## config.mk

```make
export PLATFORM = sky130hd
export DESIGN_NAME = bitonic_sort_pipe
export DESIGN_NICKNAME = d
export VERILOG_FILES = /design/src/rtl/bitonic_sort_pipe.sv
export SDC_FILE = /design/constraint.sdc
export NUM_CORES = 1
export LEC_CHECK = 0
export ABC_AREA = 1
export BUFFER_PORTS_ARGS = -buffer_cell sky130_fd_sc_hd__buf_4
export CAP_MARGIN = 5
export CORE_AREA = 2 2 66 93
export DETAILED_ROUTE_END_ITERATION = 10
export DIE_AREA = 0 0 68 95
export PLACE_DENSITY_LB_ADDON = 0.15
export SYNTH_ARGS = -nofsm -noshare
export SYNTH_HDL_FRONTEND = slang
export SYNTH_HIERARCHICAL = 1
export SYNTH_SLANG_ARGS = --single-unit
export TNS_END_PERCENT = 10
```

## constraint.sdc

```tcl
create_clock -name clk -period 2.7 [get_ports clk]
set_input_delay 0.405 -clock clk [delete_from_list [all_inputs] [get_ports clk]]
set_output_delay 0.405 -clock clk [all_outputs]
set_load 0.005 [all_outputs]
```

## src/rtl/bitonic_sort_pipe.sv

```systemverilog
// Pipelined bitonic sorting network: one registered compare-exchange layer per stage, valid/ready flow control.
// Define BITONIC_SORT_DIR_EN to add in_desc, which selects descending order per vector.

module bitonic_cx #(
  parameter int W = 4
) (
  input  logic [W-1:0] a,
  input  logic [W-1:0] b,
  input  logic         up,
  output logic [W-1:0] lo,
  output logic [W-1:0] hi
);
  logic swap;

  // Strict compares so equal operands never swap.
  assign swap = up ? (a > b) : (a < b);
  assign lo   = swap ? b : a;
  assign hi   = swap ? a : b;
endmodule

module bitonic_sort_pipe #(
  parameter int W     = 4,
  parameter int LOG_N = 2
) (
  input  logic                      clk,
  input  logic                      rst_n,
  input  logic                      in_valid,
  output logic                      in_ready,
  input  logic [(1<<LOG_N)*W-1:0]   in_data,
  output logic                      out_valid,
  input  logic                      out_ready,
  output logic [(1<<LOG_N)*W-1:0]   out_data,
  output logic                      busy
`ifdef BITONIC_SORT_DIR_EN
  ,
  input  logic                      in_desc
`endif
);
  localparam int N = 1 << LOG_N;
  localparam int S = LOG_N * (LOG_N + 1) / 2;

  logic                          adv;
  logic                          in_desc_i;
  logic [S:1]                    vld_q;
  logic [S:0]                    vld_pipe;
  logic [S-1:0]                  desc_pipe;
  logic [S:1][N-1:0][W-1:0]      stg_q;
  logic [S-1:0][N-1:0][W-1:0]    nxt;

`ifdef BITONIC_SORT_DIR_EN
  assign in_desc_i = in_desc;
`else
  assign in_desc_i = 1'b0;
`endif

  assign adv       = ~out_valid | out_ready;
  assign in_ready  = adv;
  assign vld_pipe  = {vld_q, in_valid};
  assign out_valid = vld_q[S];
  assign busy      = |vld_q;
  assign out_data  = stg_q[S];

  // Direction bit rides alongside the data; the last stage has no consumer for it.
  assign desc_pipe[0] = in_desc_i;
  if (S > 1) begin : g_desc
    logic [S-1:1] desc_q;
    always_ff @(posedge clk)
      if (adv) desc_q <= desc_pipe[S-2:0];
    assign desc_pipe[S-1:1] = desc_q;
  end

  // Block size 2^k, compare distance 2^J from k-1 down to 0; stage index ST is the flat layer number.
  for (genvar k = 1; k <= LOG_N; k++) begin : g_blk
    for (genvar jj = 0; jj < k; jj++) begin : g_lyr
      localparam int J  = k - 1 - jj;
      localparam int ST = (k - 1) * k / 2 + jj;
      logic [N-1:0][W-1:0] sin;

      if (ST == 0) begin : g_src_in
        assign sin = in_data;
      end else begin : g_src_reg
        assign sin = stg_q[ST];
      end

      for (genvar p = 0; p < N / 2; p++) begin : g_cx
        localparam int I   = ((p >> J) << (J + 1)) | (p & ((1 << J) - 1));
        localparam int L   = I | (1 << J);
        localparam bit ASC = ((I >> k) & 1) == 0;
        bitonic_cx #(.W(W)) u_cx (
          .a  (sin[I]),
          .b  (sin[L]),
          .up (ASC ^ desc_pipe[ST]),
          .lo (nxt[ST][I]),
          .hi (nxt[ST][L])
        );
      end
    end
  end

  always_ff @(posedge clk or negedge rst_n)
    if (!rst_n)   vld_q <= '0;
    else if (adv) vld_q <= vld_pipe[S-1:0];

  // Data needs no reset: the valid bits alone decide what is presented.
  always_ff @(posedge clk)
    if (adv) stg_q <= nxt;
endmodule

```

==> results of run 1 <==
metal layers:
layer | up-vias | routed length, um
met5 | - | 0
met4 | 0 | 166
met3 | 15 | 175
met2 | 60 | 3030
met1 | 1045 | 1750
li1 | 1240 | -
worst min-delay path: stages:
cell and delay, ns:
buf_4 0.07, nand2_1 0.04, nand2_1 0.05
through the flow:
| step | hold WS [ns] | worst slack (ns) |
|---|---|---|
| after detailed placement | 0.195 | 0.940 |
| final | 0.312 | 0.935 |
| after global routing | 0.298 | 0.816 |
| after CTS | 0.304 | 0.938 |
| after floorplan | 0.109 | 1.15 |
| after global placement | 0.194 | 0.977 |
logic make-up (layout without fill, tap and decap cells):
| logic type | after synthesis | in the layout | synth area share |
|---|---|---|---|
| compound gates | 6 | 6 | 0.0166 |
| other cells | 2 | 6 | 0.00237 |
| fa+ha+maj | 24 | 24 | 0.0946 |
| flops | 51 | 51 | 0.478 |
| simple gates | 220 | 220 | 0.349 |
| buf+inv | 50 | 98 | 0.0591 |
flip-flops by register name, summed over array words and instances, names as in the netlist:
register,flops
out_data,16
vld_q,3
g_blk.g_lyr.sin,32
Yosys cell counts (all sizes together):
master / n / share of area
a21oi: 6 / 0.017
inv: 44 / 0.052
ha: 24 / 0.095
nand2: 151 / 0.22
conb: 2 / 0.0024
nand3: 56 / 0.11
dfrtp: 3 / 0.024
clkinv: 6 / 0.0071
edfxtp: 48 / 0.45
nor2: 13 / 0.020
worst max-delay path by stage:
stage	to	depth (start not counted)
final	g_blk[2].g_lyr[1].sin[2]	10
after global routing	g_blk[2].g_lyr[1].sin[3]	10
after global placement	g_blk[2].g_lyr[0].sin[7]	10
after detailed placement	g_blk[2].g_lyr[0].sin[6]	10
after CTS	g_blk[2].g_lyr[1].sin[2]	10
after floorplan	g_blk[2].g_lyr[1].sin[10]	9
power by group:
group	switching [uW]	internal (uW)	total [uW]
Clock	213	184	397
Combinational	1010	694	1710
Sequential	198	1350	1550
cell type report:
class / instances / area share
Timing Repair Buffer: 40 / 0.0828
Sequential cell: 51 / 0.414
Tap cell: 70 / 0.0239
Clock buffer: 8 / 0.0219
Inverter: 50 / 0.0513
Multi-Input combinational cell: 256 / 0.406
==> results.toml, run 1 <==
[clock_network]
cts_tree = "yes"
cts.sinks = 51
cts_max_level = 2
holdBufCountCts = 1
cts-resized-gates = 0
clkTransAtPathRegs_ns = 0.07
cts_buffer_depth = 2
cts-root-buf = "clkbuf_8"
post_cts_buffers = 0
insertion_delay_ns = 0.29
cts_made_buffers = 5

[worst_setup_path]
cp_top_family = "simple AND/OR/NAND/NOR gates"
crit_path_start = "g_blk[2].g_lyr[0].sin[11]"
reg2regPathDepth = 10
r2r-end = "g_blk[2].g_lyr[1].sin[2]"
critPathMaxFanout = 9
cp.required_ns = 2.73
regToRegStartpoint = "g_blk[2].g_lyr[0].sin[11]"
worst-path-buf-inv = 2
cp-start-kind = "flop"
critPathCaptureType = "flop"
crit_arrival_ns = 1.79
crit_slowest_cell = "edfxtp_1"
crit_top_cell = "nand2_1"
path_cells = "inv_1, ha_1, nand2_1, clkinv_1, nand2_2, nand2_2, nand2_4, nand2_4, nand2_1, nand2_1"
rrSetupSlack_ns = 0.93
critPathMaxStageDelay_ns = 0.45
critPathKind = "flop to flop"

[die]
core_um2 = 5700
die-area_um2 = 6460
fp.dieW_um = 68
ios = 39
start_util = 0.557
rows = 33
fp.dieH_um = 95

[finish]
diodes = 0
final_common_cell = "nand2_1"
multi_input_area_um2 = 1480
layout-drive-gt1-share = 0.215
final_cell_count_no_fill = 475
seq_area_um2 = 1520
final_util = 0.642
final_area_um2 = 3660
final_cell_mix = "nand2_1, nand3_1, edfxtp_1, inv_1, buf_4"
final_nets = 448
n_fill_cell = 520
area_delta_synth_final_pct = 15.3

[yosys]
yosysSeqAreaShare = 0.478
synth_cell_type_count = 14
avgSynthCellArea_um2 = 8.99
ys_ff_latch = 51
syn_inst = 353
yosys_warnings = 6
synth_area_um2 = 3170

[timing]
finalSetupTns_ns = 0
rsz0062_at_grt = "false"
skew_ns = 0.00636
clock.fmax_mhz = 567
min_period_over_period = 0.654
setup_viol = 0
period_minus_slack_ns = 1.77
slew_violations = 0
hold_viol = 0

[pwr]
vdd_drop_max_mv = 0.399
p_leak_uw = 0.00189
powerDensity_nw_per_um2 = 998
total_power_uw = 3650

[route]
drt-initial-drc-count = 112
wirelength_um = 5120
dr.pass1.iters = 4
wl_per_cell_um = 10.8
via_count = 2360
post-route-drc-count = 0
ant_nets = 0
via_per_inst = 4.97

[grt]
antenna_found_initial = 0
grt_busiest_layer = "met2"
gr-total-overflow = 0
grt_pass1_wl_um = 8980
grt_use_met3 = 0.0250
met2_usage = 0.365
grt_use_met1 = 0.169
grt_pass1_vias = 2251
grt_max_degree = 33
track_usage = 0.183

[hold_path]
min_path_type = "primary input to flop"
hold_depth = 3
hold_start = "in_valid"
holdPathEnd = "vld_q[1]"

[run]
drv_cap = 0

[place]
place_area_um2 = 3570
port_buffers = 38
gp_congestion = 0.925
dp_hpwl_um = 4250
dp_cells = 466

[run_status]
status = "completed"
Note: power is estimated with default switching activity, not from simulation.
==> run 2, diff against run 1 <==
- ABC_AREA: 1 -> 0
- CORE_AREA: 2 2 66 93 -> 2 2 74 104
- DIE_AREA: 0 0 68 95 -> 0 0 76 106
- clock period: 2.7 -> 1.44 ns (I/O delays scaled with it)
==> run 2 against run 1 <==
Hold slack worse by 0.17 ns; setup slack worse by 1.4 ns; sequential share of layout area is 12 points lower; final cell count rose by 1.7%; fmax down 9.3%; the flow now finishes with violations (negative setup slack); combinational power grew to 3.1 times the previous value; die area grew 25%; clock-buffer cell count is 3 lower; core utilization increased by 6.6 points; sequential power is 72% higher; largest cell class is now multi-input gates; area after synthesis is 18% higher.
==> results.toml, run 2 <==
[run_status]
status = "finished, violations left"
violations = "negative setup slack"

[yosys]
synth_cell_type_count = 19
avgSynthCellArea_um2 = 14.0
yosys_warnings = 6
synth_area_um2 = 3750
ys.flop_type = "edfxtp_1"
synth_area_leader_cell = "edfxtp_1"
async_flop_share = 0.0588
syn_inst = 268
yosys.area.top_type_share = 0.384
yosysSeqAreaShare = 0.404
synth_most_common_cell = "mux2i_1"
yosys-top-cells-area = "edfxtp_1, mux2i_1, ha_1"
synth_edf_count = 48
ys_ff_latch = 51
synthTopCellsByCount = "mux2i_1, edfxtp_1, ha_1, inv_1, mux2_4"

[grt]
grt_pass1_vias = 2651
antenna_found_initial = 0
gr-total-overflow = 0
track_usage = 0.177
grt_pass1_wl_um = 11400
grt_max_degree = 34

[route]
via_per_inst = 5.13
wirelength_um = 6790
drt-initial-drc-count = 46
post-route-drc-count = 0
ant_nets = 0
via_count = 2480
wl_per_cell_um = 14.0
dr.pass1.iters = 4

[finish]
final_cell_mix = "buf_4, mux2i_1, edfxtp_1, mux2_4, inv_1"
layout-drive-gt1-share = 0.510
seq_area_um2 = 1520
final_util = 0.708
final_cell_count_no_fill = 483
final_nets = 430
n_fill_cell = 513
largest_register_ffs = 32
area_delta_synth_final_pct = 35.5
final_common_cell = "buf_4"
multi_input_area_um2 = 2350
diodes = 0

[clock_network]
clkTransAtPathRegs_ns = 0.10
cts.sinks = 51
cts-root-buf = "clkbuf_8"
insertion_delay_ns = 0.30
cts_max_level = 2
cts_buffer_depth = 2
cts_made_buffers = 5
cts_tree = "yes"

[die]
start_util = 0.523
ios = 39
fp.dieW_um = 76
rows = 37
die-area_um2 = 8060
core_um2 = 7180
fp.dieH_um = 106

[pwr]
power_frac_comb = 0.592
p_seq_frac = 0.299
p_leak_uw = 0.00233
powerDensity_nw_per_um2 = 1760
p_sw_uw = 3020
p_clk_frac = 0.109
p_sw_frac = 0.338
total_power_uw = 8930
internal_power_uw = 5910
vdd_drop_max_mv = 0.813

[place]
gp_congestion = 0.748
port_buffers = 38
dp_hpwl_um = 5360
place_ws_ns = -0.554
dp_cells = 473

[timing]
period_minus_slack_ns = 1.95
rsz0062_at_grt = "true"
clock.fmax_mhz = 514
setup_viol = 37
setup_slack_ns = -0.507
skew_ns = 0.0143
finalSetupTns_ns = -13.77
hold_viol = 0
min_period_over_period = 1.35
slew_violations = 0

[hold_path]
hold_depth = 2
holdPathEnd = "vld_q[1]"
min_path_type = "primary input to flop"
hold_start = "in_valid"

[worst_setup_path]
crit_arrival_ns = 2.01
critPathCaptureType = "flop"
rrSetupSlack_ns = -0.51
r2r-end = "out_data[10]"
reg2regPathDepth = 6
critPathKind = "flop to flop"
regToRegStartpoint = "g_blk[2].g_lyr[1].sin[9]"
cp.required_ns = 1.50
cp-start-kind = "flop"
critPathMaxFanout = 3

[run]
drv_cap = 0
-- run 2: cell count changes in the layout (fill, tap and decap cells not counted), sizes merged, moves of 13 or more --
cell,change
nand2,-145
mux2i,+90
buf,+73
nand3,-56
inv,-20
mux2,+20
nor2,-13
-- run 2: worst max path at each step --
stage	start	endpoint	slack [ns]	cells after the start
6_report	g_blk[2].g_lyr[1].sin[9]	out_data[10]	-0.51	6
5_1_grt	g_blk[2].g_lyr[1].sin[13]	out_data[10]	-0.57	7
3_3_place_gp	g_blk[2].g_lyr[0].sin[1]	g_blk[2].g_lyr[1].sin[3]	-0.50	6
3_5_place_dp	g_blk[2].g_lyr[1].sin[9]	out_data[12]	-0.55	6
2_1_floorplan	g_blk[2].g_lyr[0].sin[1]	g_blk[2].g_lyr[1].sin[1]	-0.55	6
4_1_cts	g_blk[2].g_lyr[1].sin[9]	out_data[12]	-0.58	6
-- run 2: metrics by stage --
stage	hold WS [ns]	cell area, um2
after floorplan	-0.0796	3780
after global placement	0.00425	4710
after detailed placement	0.00744	4710
after CTS	0.138	4990
after global routing	0.140	5080
final	0.146	5080
-- run 2: area by class of cell --
| class | instances | share of cell area |
|---|---|---|
| tap | 97 | 0.0239 |
| inverter | 24 | 0.0182 |
| sequential | 51 | 0.298 |
| clock inverter | 2 | 0.00739 |
| timing repair buffer | 113 | 0.176 |
| multi-input combinational | 191 | 0.463 |
| clock buffer | 5 | 0.0135 |
-- run 2: power groups by stage --
stage | clock, uW | sequential, uW | combinational (uW)
finish | 973 | 2670 | 5280
global route | 1030 | 2740 | 5720
CTS | 994 | 2670 | 5130
detailed placement | 0 | 2670 | 4880
global placement | 0 | 2660 | 4730
floorplan | 0 | 2740 | 3040
-- run 2: timing repair --
action | in CTS | in global routing
resized for setup | 24 | 16
hold endpoints to repair | 3 | 0
buffers inserted | 1 | 1
pin swaps | 11 | 3
endpoints found under the setup margin | 47 | 48
hold buffers | 1 | 0
-- run 2: kinds of logic (layout without fill, tap and decap cells) --
kind of cell | count (synthesis) | count (layout) | share of synthesized area
AO/OA/AOI/OAI | 24 | 24 | 0.102
AND/OR/NAND/NOR | 27 | 27 | 0.0594
buffers and inverters | 30 | 144 | 0.0320
other | 2 | 6 | 0.00200
adder cells (fa/ha/maj) | 24 | 24 | 0.0801
multiplexers | 110 | 110 | 0.320
flip-flops | 51 | 51 | 0.404
-- run 2: layer usage --
layer  GRT usage  share of wire
met3      0.0212          0.023
met5           0              0
met1       0.150           0.33
met4      0.0506          0.012
met2       0.402           0.64
-- run 2: critical path: stages (launching register included) --
cell and delay [ns]:
edfxtp_1 0.45, ha_4 0.24, nor2b_4 0.13, o211ai_4 0.19
a21oi_4 0.10, a22oi_4 0.27, mux2_4 0.32
==> run 3, diff against run 2 <==
- CAP_MARGIN: 5 -> unset
- GPL_TIMING_DRIVEN: unset -> 0
==> run 3 against run 2 <==
The run still ends with negative setup slack left; final cell count is 7.0% lower; via count is 5.8% lower; clock-buffer cell count unchanged; setup slack lost 0.034 ns; global-route usage is 1.2 points lower; critical endpoint unchanged.
==> results.toml, run 3 (same netlist as run 2, synthesis figures left out) <==
[route]
ant_nets = 0
wirelength_um = 6510
post-route-drc-count = 0
via_per_inst = 5.20
via_count = 2337
dr.pass1.iters = 4
drt-initial-drc-count = 58
wl_per_cell_um = 14.5

[grt]
grt_pass1_vias = 2380
antenna_found_initial = 0
grt_busiest_layer = "met2"
met2_usage = 0.336
grt_use_met1 = 0.162
grt_max_degree = 53
grt_pass1_wl_um = 10600
grt_use_met3 = 0.0229
gr-total-overflow = 0
track_usage = 0.164

[die]
die-area_um2 = 8060
fp.dieW_um = 76
core_um2 = 7180
fp.dieH_um = 106
ios = 39
start_util = 0.523
rows = 37

[timing]
finalSetupTns_ns = -14.93
clock.fmax_mhz = 505
hold_viol = 0
rsz0062_at_grt = "true"
min_period_over_period = 1.38
setup_slack_ns = -0.541
hold_ws_ns = 0.149
slew_violations = 0
period_minus_slack_ns = 1.98
tightest_slew_ns = 0.683
skew_ns = 0.0124
setup_viol = 36
relSlewSlack = 0.545

[pwr]
p_leak_uw = 0.00216
vdd_drop_max_mv = 0.652
total_power_uw = 8710
powerDensity_nw_per_um2 = 1790

[clock_network]
cts_max_level = 2
clkTransAtPathRegs_ns = 0.09
cts_buffer_depth = 2
cts_tree = "yes"
cts-root-buf = "clkbuf_8"
cts_made_buffers = 5
insertion_delay_ns = 0.31
cts.sinks = 51

[finish]
n_fill_cell = 535
multi_input_area_um2 = 2410
final_cell_count_no_fill = 449
seq_area_um2 = 1520
area_delta_synth_final_pct = 29.4
final_area_um2 = 4850
final_nets = 395
diodes = 0
largest_register_ffs = 32
layout-drive-gt1-share = 0.469
final_common_cell = "mux2i_1"
final_cell_mix = "mux2i_1, buf_4, edfxtp_1, mux2_4"

[worst_setup_path]
cp-start-kind = "flop"
critPathMaxFanout = 3
reg2regPathDepth = 7
rrSetupSlack_ns = -0.54
critPathKind = "flop to flop"
regToRegStartpoint = "g_blk[2].g_lyr[1].sin[13]"
r2r-end = "out_data[10]"
cp.required_ns = 1.50
crit_arrival_ns = 2.04
critPathCaptureType = "flop"

[run]
drv_cap = 0

[place]
place_area_um2 = 4190
dp_cells = 407
dp_hpwl_um = 4470
gp_congestion = 0.762
port_buffers = 38

[hold_path]
hold_start = "in_valid"
min_path_type = "primary input to flop"
hold_depth = 2
holdPathEnd = "vld_q[1]"

[run_status]
violations = "negative setup slack"
status = "finished, violations left"
## run 3: worst max-delay path: stages, from the launching register on
cell and delay (ns):
edfxtp_1 0.42, inv_2 0.09, ha_4 0.20, nor2b_4 0.13, o211ai_4 0.22, a21oi_4 0.10
a22oi_4 0.27, mux2_4 0.32
## run 3: per-layer routing
metal  wire (um)  part of all wire
met5           0                 0
met4         165             0.025
met3         148             0.023
met2        3810              0.58
met1        2390              0.37
## run 3: timing repair
item	4_1_cts	5_1_grt
pin swaps	19	14
setup endpoints to repair	51	53
cloned	0	0
resized for setup	33	15
hold endpoints to repair	3	0
hold buffers	1	0
setup buffers	22	11
## run 3: stage by stage
step / setup WS, ns / utilization
global route: -0.619 / 0.677
floorplan: -0.555 / -
detailed placement: -0.700 / 0.584
finish: -0.541 / 0.677
global placement: -0.699 / 0.584
CTS: -0.575 / 0.652
## run 3: final cells by class
type	instances	area share
Buffer	6	0.00619
Clock buffer	5	0.0142
Clock inverter	3	0.00799
Inverter	24	0.0191
Multi-Input combinational cell	191	0.497
Sequential cell	51	0.312
Tap cell	97	0.0250
Timing Repair Buffer	72	0.118
## run 3: report_power, final
group | switching (uW) | leakage [uW] | internal [uW]
sequential | 382 | 0.000517 | 2400
clock | 466 | 0.0000556 | 509
combinational | 2110 | 0.00159 | 2850
total | 2960 | 0.00216 | 5750
## run 3: worst max-delay path by stage
stage | startpoint | end | cells after the start
finish | g_blk[2].g_lyr[1].sin[13] | out_data[10] | 7
global route | g_blk[2].g_lyr[1].sin[13] | out_data[10] | 7
CTS | g_blk[2].g_lyr[0].sin[5] | g_blk[2].g_lyr[1].sin[5] | 6
detailed placement | g_blk[2].g_lyr[0].sin[7] | g_blk[2].g_lyr[1].sin[5] | 5
global placement | g_blk[2].g_lyr[0].sin[7] | g_blk[2].g_lyr[1].sin[6] | 5
floorplan | g_blk[2].g_lyr[0].sin[1] | g_blk[2].g_lyr[1].sin[1] | 6
